<file path="config.mk">
export PLATFORM = sky130hd
export DESIGN_NAME = rv_boot_loader
export DESIGN_NICKNAME = d
export VERILOG_FILES = /design/src/rtl/rv_boot_loader.sv
export SDC_FILE = /design/constraint.sdc
export NUM_CORES = 1
export LEC_CHECK = 0
export CORE_MARGIN = 4
export CORE_UTILIZATION = 53
export CTS_CLUSTER_DIAMETER = 100
export DETAILED_ROUTE_END_ITERATION = 8
export PLACE_DENSITY = 0.8
export SLEW_MARGIN = 20
export SYNTH_ARGS = -nofsm -noshare
export SYNTH_HDL_FRONTEND = slang
export SYNTH_SLANG_ARGS = --single-unit
</file>
<file path="constraint.sdc">
create_clock -name clk -period 3.41 [get_ports clk]
set_input_delay 0.682 -clock clk [delete_from_list [all_inputs] [get_ports clk]]
set_output_delay 0.682 -clock clk [all_outputs]
set_load 0.1 [all_outputs]
</file>
<file path="src/rtl/rv_boot_loader.sv">
// rv_boot_loader: receives a byte stream (16-bit word count, little-endian
// payload, XOR checksum), writes the assembled words into instruction memory
// and holds the core in reset until the image has been verified.
module rv_boot_loader #(
  parameter int unsigned Width       = 32,
  parameter int unsigned DEPTH_WORDS = 64
) (
  input  logic             clk,
  input  logic             reset,
  input  logic             in_valid,
  input  logic [7:0]       in_data,
  output logic             in_ready,
  output logic             imem_we,
  output logic [Width-1:0] imem_addr,
  output logic [31:0]      imem_wdata,
  output logic             core_reset,
  output logic             done,
  output logic             err
);

  // word_idx must be able to reach DEPTH_WORDS after the final increment
  localparam int unsigned IdxW = $clog2(DEPTH_WORDS + 1);

  typedef enum logic [2:0] {
    S_HDR0,
    S_HDR1,
    S_LOAD,
    S_CSUM,
    S_RUN,
    S_ERROR
  } state_t;

  state_t          state_q;
  state_t          state_d;
  logic [7:0]      cnt_lo_q;
  logic [15:0]     count_q;
  logic [IdxW-1:0] word_idx_q;
  logic [1:0]      byte_idx_q;
  logic [7:0]      xor_q;
  logic [23:0]     shift_q;
  logic            we_q;

  logic            accept;
  logic [15:0]     hdr_count;
  logic            hdr_bad;
  logic            last_word;

  assign accept    = in_valid && in_ready;
  assign hdr_count = {in_data, cnt_lo_q};
  assign hdr_bad   = (hdr_count == 16'd0) || (hdr_count > 16'(DEPTH_WORDS));
  assign last_word = (byte_idx_q == 2'd3) && (16'(word_idx_q) == (count_q - 16'd1));

  // State register
  always_ff @(posedge clk) begin
    if (reset) begin
      state_q <= S_HDR0;
    end else begin
      state_q <= state_d;
    end
  end

  // Next-state logic; RUN and ERROR are terminal
  always_comb begin
    state_d = state_q;
    unique case (state_q)
      S_HDR0: if (accept) state_d = S_HDR1;
      S_HDR1: if (accept) state_d = hdr_bad ? S_ERROR : S_LOAD;
      S_LOAD: if (accept && last_word) state_d = S_CSUM;
      S_CSUM: if (accept) state_d = (in_data == xor_q) ? S_RUN : S_ERROR;
      default: ;
    endcase
  end

  // State-decoded outputs; a write strobe still pending when reset rises is dropped
  always_comb begin
    in_ready   = 1'b0;
    core_reset = 1'b1;
    done       = 1'b0;
    err        = 1'b0;
    imem_we    = we_q && !reset;
    unique case (state_q)
      S_HDR0, S_HDR1, S_LOAD, S_CSUM: in_ready = !reset;
      S_RUN: begin
        core_reset = 1'b0;
        done       = 1'b1;
      end
      S_ERROR: err = 1'b1;
      default: ;
    endcase
  end

  // Header capture, word assembly, running checksum and registered write port
  always_ff @(posedge clk) begin
    if (reset) begin
      cnt_lo_q   <= '0;
      count_q    <= '0;
      word_idx_q <= '0;
      byte_idx_q <= '0;
      xor_q      <= '0;
      shift_q    <= '0;
      we_q       <= 1'b0;
      imem_addr  <= '0;
      imem_wdata <= '0;
    end else begin
      we_q <= 1'b0;
      if (accept) begin
        unique case (state_q)
          S_HDR0: cnt_lo_q <= in_data;
          S_HDR1: begin
            count_q    <= hdr_count;
            word_idx_q <= '0;
            byte_idx_q <= '0;
            xor_q      <= '0;
          end
          S_LOAD: begin
            xor_q      <= xor_q ^ in_data;
            byte_idx_q <= byte_idx_q + 2'd1;
            if (byte_idx_q == 2'd3) begin
              we_q       <= 1'b1;
              imem_addr  <= Width'({word_idx_q, 2'b00});
              imem_wdata <= {in_data, shift_q};
              word_idx_q <= word_idx_q + IdxW'(1);
            end else begin
              shift_q <= {in_data, shift_q[23:8]};
            end
          end
          default: ;
        endcase
      end
    end
  end

endmodule

</file>
==> run summary, run 1 <==
DRT Pass-1 Iters: 5
RSZ-0062 raised after global routing: false
Gr busiest metal: met2
Met1 Use GR: 28.5%
Clock transition at the registers of the reported paths: 0.10 ns
Tmin final: 2.60 ns
Switching share of total power: 29.7%
Type of the most critical hold path: flop to flop
Sequential share of power: 53.3%
CP Capture Type: flop
Die area: 10700 um^2
Port Buf Inserts: 54
Synthesized area: 4820 um^2
Post-DP HPWL: 7790 um
Tot Pwr: 2440 uW
Setup slack, reg-to-reg: 0.81 ns
CP max FO: 7
Vias in the first global route: 3896
Max incr delay on CP: 0.54 ns
Layout area overhead: 14.0%
CP bufs+invs: 1
FF-to-FF Start: count_q[0]$_SDFFE_PP0P_
Clock latency at the later pin of the worst-skew pair: 0.37 ns
Critical path's top delay family: simple AND/OR/NAND/NOR gates
Post-Place Worst Slack: 0.513 ns
# Max-Cap Violations: 0
# IOs: 80
Yosys reg bits: 108
Maximum clock rate: 384 MHz
First-pass GRT wire length: 18300 um
Share of the synthesized area in the top cell type: 44.9%
Seq. cell area: 2160 um^2
P_leak: 0.00192 uW
Tcrit/Tclk final: 76.4%
Unique masters post-synth: 51
Ys async rst share: 0%
Antenna-violating nets left: 0
Yosys warning count: 0
CP Depth: 7
Die Wd: 103 um
Multi-input gate area: 2350 um^2
Final Hold Vio Count: 0
Slew Viols, Final: 0
Outcome: completed
Fill count: 769
Worst Setup EP: state_q[1]$_SDFFE_PP0P_
Layout cells sized above 1: 7.21%
EDFF count, synth: 0
Vias: 4201
Sequential area share after synthesis: 44.9%
Core area: 8760 um^2
Total setup buffers inserted after CTS: 0
Residual DRC count: 0
Final WL: 11200 um
CTS Sinks: 108
Critical Path Start Type: input port
RePlAce Congestion: 0.904
Met2 track demand over resource: 35.1%
Initial antenna violation count: 0
Largest cells by area after synthesis: dfxtp_1, nand2_1, a21oi_1
Worst Setup Slack, final: 0.806 ns
Actual slew at the worst max-slew pin: 0.988 ns
Final setup viols: 0
Cell with the most instances after synthesis: nand2_1
Clock Power Share: 33.8%
Slowest cell on crit path: clkdlybuf4s50_1
Met3 Usage GRT: 3.35%
Initial Util: 55.0%
CTS tree: done
H-tree levels: 3
Critical path, cell by cell: clkdlybuf4s50_1 > or3b_1 > nor4_1 > nand4_1 > a211oi_2 > nand4_2 > a21o_1
Num CTS Buffers: 9
Worst EP arrival: 2.86 ns
Critical R2R Capture: state_q[1]$_SDFFE_PP0P_
CTS Hold Bufs: 0
Critical Path RT: 3.67 ns
Most frequent cells after synthesis: nand2_1, dfxtp_1, a21oi_1
Comb pwr share: 13.0%
Top_reg_cell synth: dfxtp_1
Root Driver: clkbuf_8
Antenna cells: 0
Vias per cell: 5.43
Nets: 675
Final clock skew: 0.0135 ns
Total GRT Usage: 21.6%
Net Sw Power: 726 uW
Setup TNS: 0 ns
Largest net degree at the start of global routing: 80
Die Y: 103 um
Resized Gates After CTS: 0
P_int: 1720 uW
Power Dens Cells: 445 nW/um^2
Post-Synthesis Cells: 631
Worst setup path startpoint: in_valid
Avg WL per Cell: 14.4 um
Iteration-0 DRC Markers: 313
Max-slew headroom: 33.9%
VDD IR max: 0.000236 V
Clock buffer depth: 2
Gr ovfl total: 0
Std-Cell Rows: 34
WS Path Type: input port to flop
Mean Syn Cell Area: 7.63 um^2
Cells on worst reg2reg path: 8
Synth area leader: dfxtp_1
## flip-flops by register name, indices dropped and copies added (netlist names), 3 cells and up
signal	count
cnt_lo_q	8
count_q	16
imem_addr	7
word_idx_q	7
shift_q	24
xor_q	8
state_q	3
imem_wdata	32
## layout make-up
class                      instances  area share [%]
clock inverter                     6            1.44
multi-input combinational        470            42.7
clock buffer                      10            2.51
sequential                       108            39.4
inverter                           7           0.479
timing repair buffer              65            11.0
tap                              108            2.46
## power groups by stage
stage | clock (uW) | sequential, uW | combinational, uW
after floorplan | 0 | 1320 | 287
after global placement | 0 | 1330 | 309
after detailed placement | 0 | 1330 | 313
after CTS | 846 | 1300 | 314
after global routing | 900 | 1310 | 336
final | 825 | 1300 | 317
## logic make-up after synthesis
group,share of synthesized area [%]
flops,44.9
fa+ha+maj,0.780
other cells,0.0779
xor+xnor,3.82
mux,0.234
compound gates,16.2
simple gates,25.7
buf+inv,8.26
## worst min-delay path by stage
stage	start	endpoint	slack [ns]	cells after the start
floorplan	shift_q[0]$_SDFFE_PP0P_	imem_wdata[0]$_SDFFE_PP0P_	0.43	2
finish	imem_addr[6]$_SDFFE_PP0P_	imem_addr[6]$_SDFFE_PP0P_	0.46	2
global placement	shift_q[7]$_SDFFE_PP0P_	shift_q[7]$_SDFFE_PP0P_	0.44	2
global route	imem_addr[6]$_SDFFE_PP0P_	imem_addr[6]$_SDFFE_PP0P_	0.49	2
CTS	imem_addr[6]$_SDFFE_PP0P_	imem_addr[6]$_SDFFE_PP0P_	0.46	2
detailed placement	imem_addr[6]$_SDFFE_PP0P_	imem_addr[6]$_SDFFE_PP0P_	0.45	2
## placed cells by master, fill, tap and decap left out, drive strengths merged, types with 2 or more instances in the layout
master         instances
a211o                  2
a211oi                 3
a21oi                102
buf                   19
clkbuf                10
clkdlybuf4s50         46
conb                  25
dfxtp                108
ha                     3
inv                   11
nand2                182
nand2b                 7
nand3                 14
nand3b                 3
nand4                  3
nor2                  37
nor2b                  2
nor3                  10
nor3b                  2
nor4                   6
o21ai                 12
o31a                   3
o31ai                  4
o41ai                  2
or2                    3
or3                    5
or4                    4
or4b                   2
xnor2                  9
xor2                  12
## worst register-to-register path, cell delays in order (launching register included)
cell	delay, ns
dfxtp_1	0.40
inv_1	0.09
ha_1	0.31
or4b_1	0.62
o31ai_2	0.31
nand4_1	0.14
a211oi_2	0.23
nand4_2	0.17
a21o_1	0.22
## per-layer routing
layer,vias up,share of wire (%)
met5,-,0
met3,20,6.6
met1,1931,45
li1,2108,-
met2,142,46
met4,0,2.2
## stage by stage
stage          utilization (%)  hold WS (ns)  std cells  instance area [um^2]
2_1_floorplan                -         0.432        655                  4910
3_3_place_gp              60.2         0.445        758                  5270
3_5_place_dp              60.2         0.448        758                  5270
4_1_cts                   62.6         0.463        774                  5490
5_1_grt                   62.6         0.487        774                  5490
6_report                  62.6         0.459        774                  5490
(Power assumes the default switching activity.)
==> inputs of run 2 (changes only) <==
--- a/config.mk
+++ b/config.mk
@@ -6,10 +6,10 @@
 export NUM_CORES = 1
 export LEC_CHECK = 0
 export CORE_MARGIN = 4
-export CORE_UTILIZATION = 53
+export CORE_UTILIZATION = 48
 export CTS_CLUSTER_DIAMETER = 100
 export DETAILED_ROUTE_END_ITERATION = 8
-export PLACE_DENSITY = 0.8
+export PLACE_DENSITY = 0.76
 export SLEW_MARGIN = 20
 export SYNTH_ARGS = -nofsm -noshare
 export SYNTH_HDL_FRONTEND = slang
==> constraint.sdc (replaced) <==
create_clock -name clk -period 2.2 [get_ports clk]
set_input_delay 0.44 -clock clk [delete_from_list [all_inputs] [get_ports clk]]
set_output_delay 0.44 -clock clk [all_outputs]
set_load 0.1 [all_outputs]
==> run summary, run 2 (synthesized netlist as in run 1, its figures left out) <==
Std-Cell Rows: 36
Dpl cell area: 5590 um^2
Antenna cells: 0
Die area: 11700 um^2
Vias in the first global route: 4092
Clock Power Share: 31.2%
Number of flip-flops in the largest register: 32
P_leak: 0.00221 uW
Initial antenna violation count: 0
Vias per cell: 5.22
Layout area overhead: 21.7%
Met1 Use GR: 26.8%
Clock transition at the registers of the reported paths: 0.11 ns
Antenna-violating nets left: 0
Final WL: 11500 um
RSZ-0062 raised after global routing: true
Initial Util: 49.3%
Sequential share of power: 53.9%
Worst EP arrival: 2.49 ns
VDD IR max: 0.000440 V
Max incr delay on CP: 0.48 ns
Comb pwr share: 14.8%
Critical Path Start Type: flop
Outcome: finished, violations left
Total GRT Usage: 20.2%
Met2 track demand over resource: 33.9%
Num CTS Buffers: 9
CP Capture Type: flop
Biggest regs: imem_wdata: 32 flops, shift_q: 24 flops, count_q: 16 flops
H-tree levels: 3
Slowest cell on crit path: or4b_4
Layout cells sized above 1: 19.5%
CP bufs+invs: 2
# Max-Cap Violations: 0
Fill count: 886
Multi-input gate area: 2400 um^2
Final clock skew: 0.0151 ns
CTS Sinks: 108
DRT Pass-1 Iters: 5
Final Hold Vio Count: 0
Die Y: 108 um
Slew Viols, Final: 0
# IOs: 80
Die Wd: 108 um
Root Driver: clkbuf_8
Commonest non-fill, non-tap cell in the layout: nand2_1
Non-Filler Instances: 836
Tcrit/Tclk final: 101%
Tmin final: 2.22 ns
Type of the most critical hold path: flop to flop
Post-DP HPWL: 8200 um
RePlAce Congestion: 0.880
Switching share of total power: 31.3%
Critical Path RT: 2.47 ns
Final setup viols: 2
Failing checks: negative setup slack
CTS Hold Bufs: 0
Nets: 712
Vias: 4363
Gr busiest metal: met2
Largest net degree at the start of global routing: 112
Avg WL per Cell: 13.7 um
Gr ovfl total: 0
CP max FO: 3
Clock latency at the later pin of the worst-skew pair: 0.37 ns
Residual DRC count: 0
Critical path, cell by cell: inv_2 > ha_4 > buf_6 > or3_4 > or4b_4 > o31a_1 > o32ai_2 > nand4_2 > a21o_1
Fin area: 5860 um^2
WS Path Type: flop to flop
Critical path's top delay family: simple AND/OR/NAND/NOR gates
Iteration-0 DRC Markers: 305
Core area: 9770 um^2
Net Sw Power: 1170 uW
P_int: 2570 uW
CTS tree: done
Maximum clock rate: 451 MHz
Clock buffer depth: 2
Seq. cell area: 2160 um^2
Met3 Usage GRT: 3.64%
Most frequent cells in the layout: nand2_1, dfxtp_1, a21oi_1, buf_4, nor2_1
Worst Setup Slack, final: -0.0176 ns
First-pass GRT wire length: 19100 um
Power Dens Cells: 637 nW/um^2
DP Cell Count: 816
Port Buf Inserts: 54
Most flop-heavy register: imem_wdata
==> run 2: final timing paths <==
path	from	end	slack, ns	depth (start not counted)
hold / removal	shift_q[0]$_SDFFE_PP0P_	imem_wdata[0]$_SDFFE_PP0P_	0.45	2
setup / recovery	count_q[0]$_SDFFE_PP0P_	state_q[1]$_SDFFE_PP0P_	-0.02	9
hold reg to reg	shift_q[0]$_SDFFE_PP0P_	imem_wdata[0]$_SDFFE_PP0P_	0.45	2
setup reg to reg	count_q[0]$_SDFFE_PP0P_	state_q[1]$_SDFFE_PP0P_	-0.02	9
==> run 2: layer usage <==
metal	vias up	part of all wire, %
li1	2185	-
met1	2047	45
met2	119	49
met3	12	4.9
met4	0	1.3
met5	-	0
==> run 2: cell type report <==
class,count,share of cell area (%)
clock inverter,7,1.15
multi-input combinational,470,41.0
timing repair buffer,102,15.5
inverter,7,0.512
tap,133,2.84
clock buffer,9,2.11
sequential,108,36.9
==> run 2: power by group through the flow <==
stage | Clock, uW | Combinational, uW | Sequential [uW]
after detailed placement | 0 | 545 | 2060
final | 1170 | 555 | 2020
after CTS | 1190 | 551 | 2010
after global routing | 1280 | 593 | 2020
after floorplan | 0 | 449 | 2050
after global placement | 0 | 541 | 2060
==> run 2: per-stage QoR <==
| stage | hold slack [ns] | setup TNS (ns) | setup WS (ns) | utilization (%) | total power, uW |
|---|---|---|---|---|---|
| floorplan | 0.432 | -0.0669 | -0.0387 | - | 2500 |
| global placement | 0.445 | -10.10 | -0.235 | 57.2 | 2600 |
| detailed placement | 0.449 | -12.03 | -0.247 | 57.2 | 2600 |
| CTS | 0.452 | -0.00286 | -0.00286 | 59.8 | 3760 |
| global route | 0.482 | -0.186 | -0.0929 | 60.0 | 3890 |
| finish | 0.455 | -0.0197 | -0.0176 | 60.0 | 3740 |
==> run 2: timing repair <==
item,in CTS,in global routing
pin swaps,7,3
buffers inserted,3,1
endpoints found under the setup margin,3,3
gates cloned,0,0
resized for setup,11,2
==> run 2: tightest hold or removal path, cell delays in order, from the launching register on <==
cell and delay (ns):
dfxtp_1 0.33, nand2_1 0.05, a21oi_1 0.05
==> inputs of run 3 (changes only) <==
--- a/config.mk
+++ b/config.mk
@@ -5,12 +5,12 @@
 export SDC_FILE = /design/constraint.sdc
 export NUM_CORES = 1
 export LEC_CHECK = 0
-export CORE_MARGIN = 4
-export CORE_UTILIZATION = 48
+export CORE_UTILIZATION = 53
 export CTS_CLUSTER_DIAMETER = 100
 export DETAILED_ROUTE_END_ITERATION = 8
-export PLACE_DENSITY = 0.76
+export PLACE_DENSITY = 0.8
 export SLEW_MARGIN = 20
 export SYNTH_ARGS = -nofsm -noshare
 export SYNTH_HDL_FRONTEND = slang
 export SYNTH_SLANG_ARGS = --single-unit
+export TNS_END_PERCENT = 20
==> constraint.sdc (replaced) <==
create_clock -name clk -period 2.3 [get_ports clk]
set_input_delay 0.46 -clock clk [delete_from_list [all_inputs] [get_ports clk]]
set_output_delay 0.46 -clock clk [all_outputs]
set_load 0.1 [all_outputs]
==> run summary, run 3 (synthesized netlist as in run 1, its figures left out) <==
Seq. cell area: 2160 um^2
Die Y: 97.3 um
Max incr delay on CP: 0.47 ns
Tot Pwr: 3610 uW
Most flop-heavy register: imem_wdata
VDD IR max: 0.000433 V
Min Hold Slack: 0.463 ns
Final clock skew: 0.0137 ns
Outcome: completed
Antenna-violating nets left: 0
Residual DRC count: 0
Layout cells sized above 1: 16.9%
Die area: 9470 um^2
Met2 track demand over resource: 39.5%
Final core utilization: 65.2%
H-tree levels: 3
DP Cell Count: 785
CP Capture Type: flop
Core area: 8760 um^2
Critical path, cell by cell: clkdlybuf4s50_1 > or3b_1 > buf_4 > or2_2 > nand2_1 > o21ai_0 > a21oi_1 > nor2_1
Final Hold Vio Count: 0
Clock latency at the later pin of the worst-skew pair: 0.38 ns
Vias per cell: 5.48
Avg WL per Cell: 14.4 um
Type of the most critical hold path: flop to flop
RePlAce Congestion: 0.849
Most frequent cells in the layout: nand2_1, dfxtp_1, a21oi_1, buf_4, nor2_1
Multi-input gate area: 2370 um^2
Antenna cells: 0
Final WL: 11500 um
Vias in the first global route: 3991
Gr ovfl total: 0
Total GRT Usage: 24.1%
Non-Filler Instances: 801
CP max FO: 8
DRT Pass-1 Iters: 4
CP bufs+invs: 2
Biggest regs: imem_wdata: 32 flops, shift_q: 24 flops, count_q: 16 flops
Actual slew at the worst max-slew pin: 0.924 ns
Final setup viols: 0
Num CTS Buffers: 9
Power Dens Cells: 631 nW/um^2
Clock transition at the registers of the reported paths: 0.11 ns
Met1 Use GR: 31.4%
Initial Util: 55.0%
Worst EP arrival: 2.44 ns
Port Buf Inserts: 54
Root Driver: clkbuf_8
Critical path's top delay family: simple AND/OR/NAND/NOR gates
First-pass GRT wire length: 18500 um
Met3 Usage GRT: 4.24%
Maximum clock rate: 453 MHz
Initial antenna violation count: 0
Slew Viols, Final: 0
Tmin final: 2.21 ns
Clock buffer depth: 2
Setup TNS: 0 ns
Commonest non-fill, non-tap cell in the layout: nand2_1
Critical Path RT: 2.53 ns
Max-slew headroom: 38.4%
CTS Sinks: 108
CTS Hold Bufs: 0
Post-DP HPWL: 8060 um
Die Wd: 97.3 um
Iteration-0 DRC Markers: 261
Vias: 4390
CTS tree: done
# IOs: 80
P_leak: 0.00215 uW
Std-Cell Rows: 34
Largest net degree at the start of global routing: 94
Fill count: 751
RSZ-0062 raised after global routing: false
Critical Path Start Type: input port
Slowest cell on crit path: clkdlybuf4s50_1
# Max-Cap Violations: 0
Tcrit/Tclk final: 96.0%
Nets: 702
Layout area overhead: 18.7%
WS Path Type: input port to flop
Gr busiest metal: met2
Number of flip-flops in the largest register: 32
-- run 3: worst reg2reg max path, stage by stage (launching register included) --
cell and delay (ns):
dfxtp_1 0.33, inv_1 0.10, ha_4 0.17, or4b_4 0.51, xnor2_1 0.15, o41ai_1 0.24
o31a_1 0.22, nand4_2 0.16, a211oi_2 0.24
-- run 3: path summary, 6_finish.rpt --
kind / from / end / slack [ns] / depth (start not counted)
worst min register to register: imem_wdata[30]$_SDFFE_PP0P_ / imem_wdata[30]$_SDFFE_PP0P_ / 0.46 / 2
worst max-delay path: in_valid / xor_q[6]$_SDFFE_PP0P_ / 0.09 / 8
worst min-delay path: imem_wdata[30]$_SDFFE_PP0P_ / imem_wdata[30]$_SDFFE_PP0P_ / 0.46 / 2
worst max register to register: count_q[0]$_SDFFE_PP0P_ / state_q[2]$_SDFFE_PP0P_ / 0.11 / 8
-- run 3: repair_timing --
| action | in CTS | in global routing |
|---|---|---|
| resized for setup | 1 | 3 |
| endpoints found under the setup margin | 2 | 3 |
| gates cloned | 0 | 0 |
| pin swaps | 0 | 3 |
| setup buffers | 0 | 0 |
-- run 3: power by group --
| group | switching (uW) | internal, uW |
|---|---|---|
| logic | 392 | 130 |
| registers | 32.2 | 1900 |
| clock network | 720 | 437 |
-- run 3: stage by stage --
| step | setup WS [ns] | cell area (um^2) |
|---|---|---|
| after detailed placement | -0.265 | 5490 |
| after CTS | 0.0366 | 5700 |
| final | 0.0919 | 5720 |
| after global routing | 0.00441 | 5720 |
| after floorplan | -0.292 | 4910 |
| after global placement | -0.203 | 5490 |
-- run 3: cell type report --
| class | instances | share of cell area (%) |
|---|---|---|
| clock inverters | 7 | 1.44 |
| multi-input cells | 470 | 41.5 |
| inverters | 7 | 0.525 |
| repair buffers | 92 | 14.2 |
| well taps | 108 | 2.36 |
| flip-flops and latches | 108 | 37.8 |
| clock buffers | 9 | 2.17 |
-- run 3: metal layers --
metal	routed length (um)	vias to the layer above	share of wire [%]
met5	0	-	0
met4	282	0	2.4
met3	548	22	4.8
met2	5580	129	48
met1	5100	2082	44
li1	-	2157	-
